### config.mk
export PLATFORM = sky130hd
export DESIGN_NAME = id_ex_stage
export DESIGN_NICKNAME = d
export VERILOG_FILES = /design/src/rtl/id_ex_stage.sv
export SDC_FILE = /design/constraint.sdc
export NUM_CORES = 1
export LEC_CHECK = 0
export BUFFER_PORTS_ARGS = -buffer_cell sky130_fd_sc_hd__buf_2
export CORE_MARGIN = 5
export CORE_UTILIZATION = 45
export CTS_BUF_LIST = sky130_fd_sc_hd__clkbuf_16
export CTS_CLUSTER_SIZE = 40
export DETAILED_ROUTE_END_ITERATION = 16
export PLACE_DENSITY = 0.81
export SLEW_MARGIN = 10
export SYNTH_ARGS = -nofsm -noshare
export SYNTH_HDL_FRONTEND = slang
export SYNTH_SLANG_ARGS = --single-unit
### constraint.sdc
create_clock -name clk -period 7.58 [get_ports clk]
set_input_delay 1.895 -clock clk [delete_from_list [all_inputs] [get_ports clk]]
set_output_delay 1.895 -clock clk [all_outputs]
set_load 0.01 [all_outputs]
### src/rtl/id_ex_stage.sv
// ID/EX pipeline register: captures decoded operands/control, forwards from
// EX/MEM and MEM/WB into the ALU operands, and detects load-use hazards.
module id_ex_stage (
    input  logic        clk,
    input  logic        rst,
    input  logic        id_valid,
    input  logic [4:0]  id_rs,
    input  logic [4:0]  id_rt,
    input  logic [4:0]  id_rd,
    input  logic [1:0]  id_uses,
    input  logic [31:0] id_rs_data,
    input  logic [31:0] id_rt_data,
    input  logic [31:0] id_imm,
    input  logic [4:0]  id_shamt,
    input  logic [2:0]  id_alu_ctl,
    input  logic [4:0]  id_ctrl,
    input  logic        flush,
    input  logic        exmem_reg_write,
    input  logic [4:0]  exmem_rd,
    input  logic [31:0] exmem_data,
    input  logic        memwb_reg_write,
    input  logic [4:0]  memwb_rd,
    input  logic [31:0] memwb_data,
    output logic        stall,
    output logic        ex_valid,
    output logic [3:0]  ex_ctrl,
    output logic [4:0]  ex_rd,
    output logic [31:0] alu_a,
    output logic [31:0] alu_b,
    output logic [2:0]  alu_ctl,
    output logic [4:0]  alu_shamt,
    output logic [31:0] ex_store_data
);

    // Handshake: ID offers an instruction with id_valid; it is accepted on a
    // rising edge only when stall and flush are both low, otherwise a bubble
    // (ex_valid = 0, all control 0) enters EX and ID must hold its contents.

    logic        ex_valid_q,  ex_valid_d;
    logic [3:0]  ex_ctrl_q,   ex_ctrl_d;
    logic        alu_src_q,   alu_src_d;
    logic [4:0]  ex_rd_q,     ex_rd_d;
    logic [4:0]  rs_q,        rs_d;
    logic [4:0]  rt_q,        rt_d;
    logic [31:0] rs_data_q,   rs_data_d;
    logic [31:0] rt_data_q,   rt_data_d;
    logic [31:0] imm_q,       imm_d;
    logic [4:0]  shamt_q,     shamt_d;
    logic [2:0]  alu_ctl_q,   alu_ctl_d;

    logic        load_in_ex;
    logic        rs_hit;
    logic        rt_hit;
    logic        stall_c;
    logic [31:0] fwd_rs;
    logic [31:0] fwd_rt;

    // ex_ctrl bit 2 is mem_read: only a live load in EX can cause a stall.
    always_comb begin
        load_in_ex = ex_valid_q & ex_ctrl_q[2] & (ex_rd_q != 5'd0);
        rs_hit     = id_uses[1] & (id_rs == ex_rd_q);
        rt_hit     = id_uses[0] & (id_rt == ex_rd_q);
        stall_c    = id_valid & load_in_ex & (rs_hit | rt_hit) & ~flush;
    end

    always_comb begin
        ex_valid_d = 1'b0;
        ex_ctrl_d  = 4'd0;
        alu_src_d  = 1'b0;
        ex_rd_d    = 5'd0;
        rs_d       = 5'd0;
        rt_d       = 5'd0;
        rs_data_d  = 32'd0;
        rt_data_d  = 32'd0;
        imm_d      = 32'd0;
        shamt_d    = 5'd0;
        alu_ctl_d  = 3'd0;
        if (!(flush || stall_c)) begin
            ex_valid_d = id_valid;
            ex_ctrl_d  = id_ctrl[3:0];
            alu_src_d  = id_ctrl[4];
            ex_rd_d    = id_rd;
            rs_d       = id_rs;
            rt_d       = id_rt;
            rs_data_d  = id_rs_data;
            rt_data_d  = id_rt_data;
            imm_d      = id_imm;
            shamt_d    = id_shamt;
            alu_ctl_d  = id_alu_ctl;
        end
    end

    always_ff @(posedge clk or posedge rst) begin
        if (rst) begin
            ex_valid_q <= 1'b0;
            ex_ctrl_q  <= 4'd0;
            alu_src_q  <= 1'b0;
            ex_rd_q    <= 5'd0;
            rs_q       <= 5'd0;
            rt_q       <= 5'd0;
            rs_data_q  <= 32'd0;
            rt_data_q  <= 32'd0;
            imm_q      <= 32'd0;
            shamt_q    <= 5'd0;
            alu_ctl_q  <= 3'd0;
        end else begin
            ex_valid_q <= ex_valid_d;
            ex_ctrl_q  <= ex_ctrl_d;
            alu_src_q  <= alu_src_d;
            ex_rd_q    <= ex_rd_d;
            rs_q       <= rs_d;
            rt_q       <= rt_d;
            rs_data_q  <= rs_data_d;
            rt_data_q  <= rt_data_d;
            imm_q      <= imm_d;
            shamt_q    <= shamt_d;
            alu_ctl_q  <= alu_ctl_d;
        end
    end

    // The younger producer (EX/MEM) wins; $0 always keeps its captured value.
    always_comb begin
        if (exmem_reg_write && (exmem_rd != 5'd0) && (exmem_rd == rs_q)) begin
            fwd_rs = exmem_data;
        end else if (memwb_reg_write && (memwb_rd != 5'd0) && (memwb_rd == rs_q)) begin
            fwd_rs = memwb_data;
        end else begin
            fwd_rs = rs_data_q;
        end
    end

    always_comb begin
        if (exmem_reg_write && (exmem_rd != 5'd0) && (exmem_rd == rt_q)) begin
            fwd_rt = exmem_data;
        end else if (memwb_reg_write && (memwb_rd != 5'd0) && (memwb_rd == rt_q)) begin
            fwd_rt = memwb_data;
        end else begin
            fwd_rt = rt_data_q;
        end
    end

    assign stall         = stall_c;
    assign ex_valid      = ex_valid_q;
    assign ex_ctrl       = ex_ctrl_q;
    assign ex_rd         = ex_rd_q;
    assign alu_a         = fwd_rs;
    assign alu_b         = alu_src_q ? imm_q : fwd_rt;
    assign alu_ctl       = alu_ctl_q;
    assign alu_shamt     = shamt_q;
    assign ex_store_data = fwd_rt;

endmodule

# Word-level counts from Yosys, hierarchy flattened
# Index checks and enable logic that the tools add are counted.
[word_totals]
reg_bits = 125
word_cells = 52
inputBits = 206
out_inout_bits = 115
[op_classes]
bitwise = 9
eq_ne = 6
reduce_logical = 10
muxes = 16
[op_table]
columns = ["op", "n"]
rows = [
  ["$mux W32", 8],
  ["$eq A5 B5 Y1", 6],
  ["$mux W5", 4],
  ["$reduce_bool A5 Y1", 3],
  ["$and A1 B1 Y1", 7],
  ["$logic_and A1 B1 Y1", 6],
  ["$mux W4", 1],
  ["$mux W3", 1],
  ["$mux W1", 2],
  ["$logic_or A1 B1 Y1", 1],
  ["$not A1 Y1", 1],
  ["$or A1 B1 Y1", 1],
]

# Logic depth before layout (Yosys ltp)
[logic_depth]
ltp_word = 7
depth_mapped = 7
depth_no_buf = 5

# Worst setup path after synthesis
# No wires, ideal clock.
[synth_timing]
path_type = "input -> output"
startpoint = "in memwb_rd[1]"
endpoint = "out alu_b[10]"
t_arrival_ns = 3.306
slack_ns = 2.379
path_buffers = 1
stages = 6
path_cell_list = "or4_4 > o21ai_4 > nor4_4 > buf_6 > mux2i_1 > a221oi_2"
[synth_via]
elab_chain_cells = 6
[synth_lines]
columns = ["item", "line", "rtl"]
rows = [
  ["start: declaration", "22", "input logic [4:0] memwb_rd,"],
  ["$reduce_bool A5 Y1", "135", "end else if (memwb_reg_write && (memwb_rd != 5'd0) && (memwb_rd == rt_q)) begin"],
  ["$logic_and A1 B1 Y1", "135", ""],
  ["$logic_and A1 B1 Y1 (*)", "135", ""],
  ["$mux W32 (*)", "135", ""],
  ["$mux W32 (*)", "133", "if (exmem_reg_write && (exmem_rd != 5'd0) && (exmem_rd == rt_q)) begin"],
  ["$mux W32 (*)", "147", "assign alu_b = alu_src_q ? imm_q : fwd_rt;"],
  ["end: declaration", "29", "output logic [31:0] alu_b,"],
]
# Every way passes the cells marked *; elsewhere a longest branch is shown, timed or not.

# Worst setup path in the final report
[layout_timing]
startpoint = "in exmem_rd[1]"
endpoint = "out alu_b[0]"
[layout_via]
elab_chain_cells = 5
[layout_lines]
columns = ["item", "line", "rtl"]
rows = [
  ["start: declaration", "19", "input logic [4:0] exmem_rd,"],
  ["$reduce_bool A5 Y1", "133", ""],
  ["$logic_and A1 B1 Y1", "133", ""],
  ["$logic_and A1 B1 Y1 (*)", "133", ""],
  ["$mux W32 (*)", "133", ""],
  ["$mux W32 (*)", "147", ""],
]
# Marked as above.

==> summary.md <==
| Metric | Value |
|---|---|
| Status | finished, final reports clean |
| Final HPWL DP | 15.18 mm |
| Final nets | 1152 |
| GRT Total Usage | 0.2324 |
| Hold Path Cell Cnt | 4 |
| CTS tree | built |
| Clock Skews | 0.007110 ns |
| Root Buffer Master | clkbuf_16 |
| Grt ovf | 0 |
| Mapped cell area | 6619 um^2 |
| Starting Density | 0.4571 |
| Worst-Skew Late Latency | 0.40 ns |
| Slew @ Worst Pin | 1.149 ns |
| Site row count | 44 |
| Synth top area share | 0.4726 |
| CP arrival | 4.16 ns |
| Most frequent cells in the layout | buf_2, and2_1, dfrtp_1 |
| Pre-CTS setup slack | 1.537 ns |
| DRT Wirelength | 20.14 mm |
| Leak pwr | 0.004274 uW |
| Commonest non-fill, non-tap cell in the layout | buf_2 |
| Hold Crit Class | register to register |
| Initial drt markers | 229 |
| CTS max path bufs | 2 |
| Nature of the critical path startpoint | input pin |
| Ports | 321 |
| Port Buffers | 320 |
| Die width | 131.3 um |
| DRC | 0 |
| Clock tree sinks | 125 |
| DIE HEIGHT | 131.3 um |
| Largest net degree at the start of global routing | 81 |
| Post-CTS Setup Inserts | 0 |
| Vias | 5852 |
| Synth Instances | 643 |
| Yosys cell types | 32 |
| H-tree Lvls | 4 |
| CTS Buf Count | 17 |
| Seq/Total Area, Yosys | 0.4726 |
| RSZ-0062 raised after global routing | false |
| Die area | 17230 um^2 |
| Antenna-violating nets left | 0 |
| Maximum vdd drop | 144.4 uV |
| Share of cells above drive strength 1 | 0.4148 |
| Top cells by area, synth | dfrtp_1, and2_1, mux2i_1, a221oi_2, nor3_1 |
| Endpoint type of the worst setup path | output pin |
| Reg2reg path depth | 7 |
| Endpoints failing setup | 0 |
| Initial antenna violation count | 3 |
| Slew margin rel. | 0.2343 |
| Wirelength per Cell | 17.65 um |
| Number of vias per cell | 5.129 |
| Max_cap viols | 0 |
| Clock Pin Slew Worst Setup and Hold Paths | 0.05 ns |
| Area Growth Syn to Fin | 33.50% |
| Period utilisation layout | 0.7986 |
| Core Region | 14480 um^2 |
| Avg Inst Size Synth | 10.29 um^2 |
| # hold bufs at CTS | 0 |
| Synthesized Nets | 849 |
| GP Congestion | 0.9423 |
| Ant. Diodes | 0 |
| TritonRoute pass-1 iters | 7 |
| Fin Setup TNS | 0 ns |
| First-pass GRT wire length | 32.17 mm |
| Fmax | 0.1652 GHz |
| CP required | 5.69 ns |
| Type of the worst setup path | input pin to output pin |
| Fin. Hold Viols | 0 |
| Cell area power density | 197.6 nW/um^2 |
| Setup ws final | 1.527 ns |
| Ys Warns | 0 |
| Slew Viols, Final | 0 |
| Vias in the first global route | 6210 |
| Synth Register Bits | 125 |
| Cell taking the most area after synthesis | dfrtp_1 |
| Post_cts resized | 0 |
| Tmin final | 6.053 ns |
| Crit-path max FO | 32 |
==> cell usage after synthesis (all sizes together) <==
library cell	instances
a21oi	34
a221oi	32
and2	125
and2b	1
and4	1
buf	23
clkbuf	23
dfrtp	125
inv	33
mux2i	64
nand2	35
nand3	3
nand4	4
nor2	35
nor2b	1
nor3	35
nor4	2
o21a	1
o21ai	33
o22ai	1
or4	2
xnor2	20
xor2	10
==> final timing paths <==
path | start | to | slack (ns)
max | exmem_rd[1] | alu_b[0] | 1.53
min | ex_ctrl[2] | rs_q[1] | 1.12
max reg2reg | ex_rd[2] | ex_ctrl[3] | 5.26
min reg2reg | ex_ctrl[2] | rs_q[1] | 1.12
max in group asynchronous | rst | alu_src_q | 4.71
min in group asynchronous | rst | alu_shamt[1] | 1.71
==> worst max-delay path: stages <==
cell	delay [ns]
buf_2	0.12
or4_1	0.52
o21a_1	0.24
nand4_2	0.09
and2b_2	0.92
a221oi_1	0.17
buf_2	0.20
==> logic make-up after synthesis <==
family / synth area share
simple gates: 0.2049
flops: 0.4726
compound gates: 0.1267
buf+inv: 0.05936
mux: 0.09679
xor+xnor: 0.03970
==> layer usage <==
metal  global-route usage  up-vias  wire [um]
li1                     -     2777          -
met1               0.2491     2713       7088
met2               0.4063      296      10320
met3              0.08142       60       1835
met4               0.1149        6        847
met5                    0        -         46
==> cell type report <==
type                       count  area (um^2)
clock buffer                  17        425.4
clock inverter                13        111.4
fill                        1273         5643
inverter                      33        126.4
multi-input combinational    439         3117
sequential                   125         3129
tap                          184        230.2
timing repair buffer         330         1697
==> flip-flops by register name, indices dropped and copies added (netlist names) <==
signal / cells
ex_ctrl: 4
alu_shamt: 5
rs_q: 5
rs_data_q: 32
rt_q: 5
alu_ctl: 3
alu_src_q: 1
rt_data_q: 32
imm_q: 32
ex_rd: 5
ex_valid: 1
==> report_power, final <==
part / internal, uW / leakage, uW / switching (uW) / total, uW
Sequential: 702 / 0.00161 / 13.4 / 715
Combinational: 134 / 0.00239 / 157 / 292
Clock: 470 / 0.000277 / 269 / 739
==> metrics by stage <==
| stage | utilization | hold slack, ns | std cells | power, uW | cell area [um^2] |
|---|---|---|---|---|---|
| after detailed placement | 0.5713 | 1.304 | 1110 | 1017 | 8272 |
| final | 0.6103 | 1.118 | 1141 | 1746 | 8836 |
| after floorplan | - | 1.082 | 643 | 883.5 | 6619 |
| after CTS | 0.6084 | 1.314 | 1140 | 1766 | 8808 |
| after global routing | 0.6103 | 1.211 | 1141 | 1825 | 8836 |
| after global placement | 0.5713 | 1.266 | 1110 | 1011 | 8272 |
Note: power is estimated with default switching activity, not from simulation.
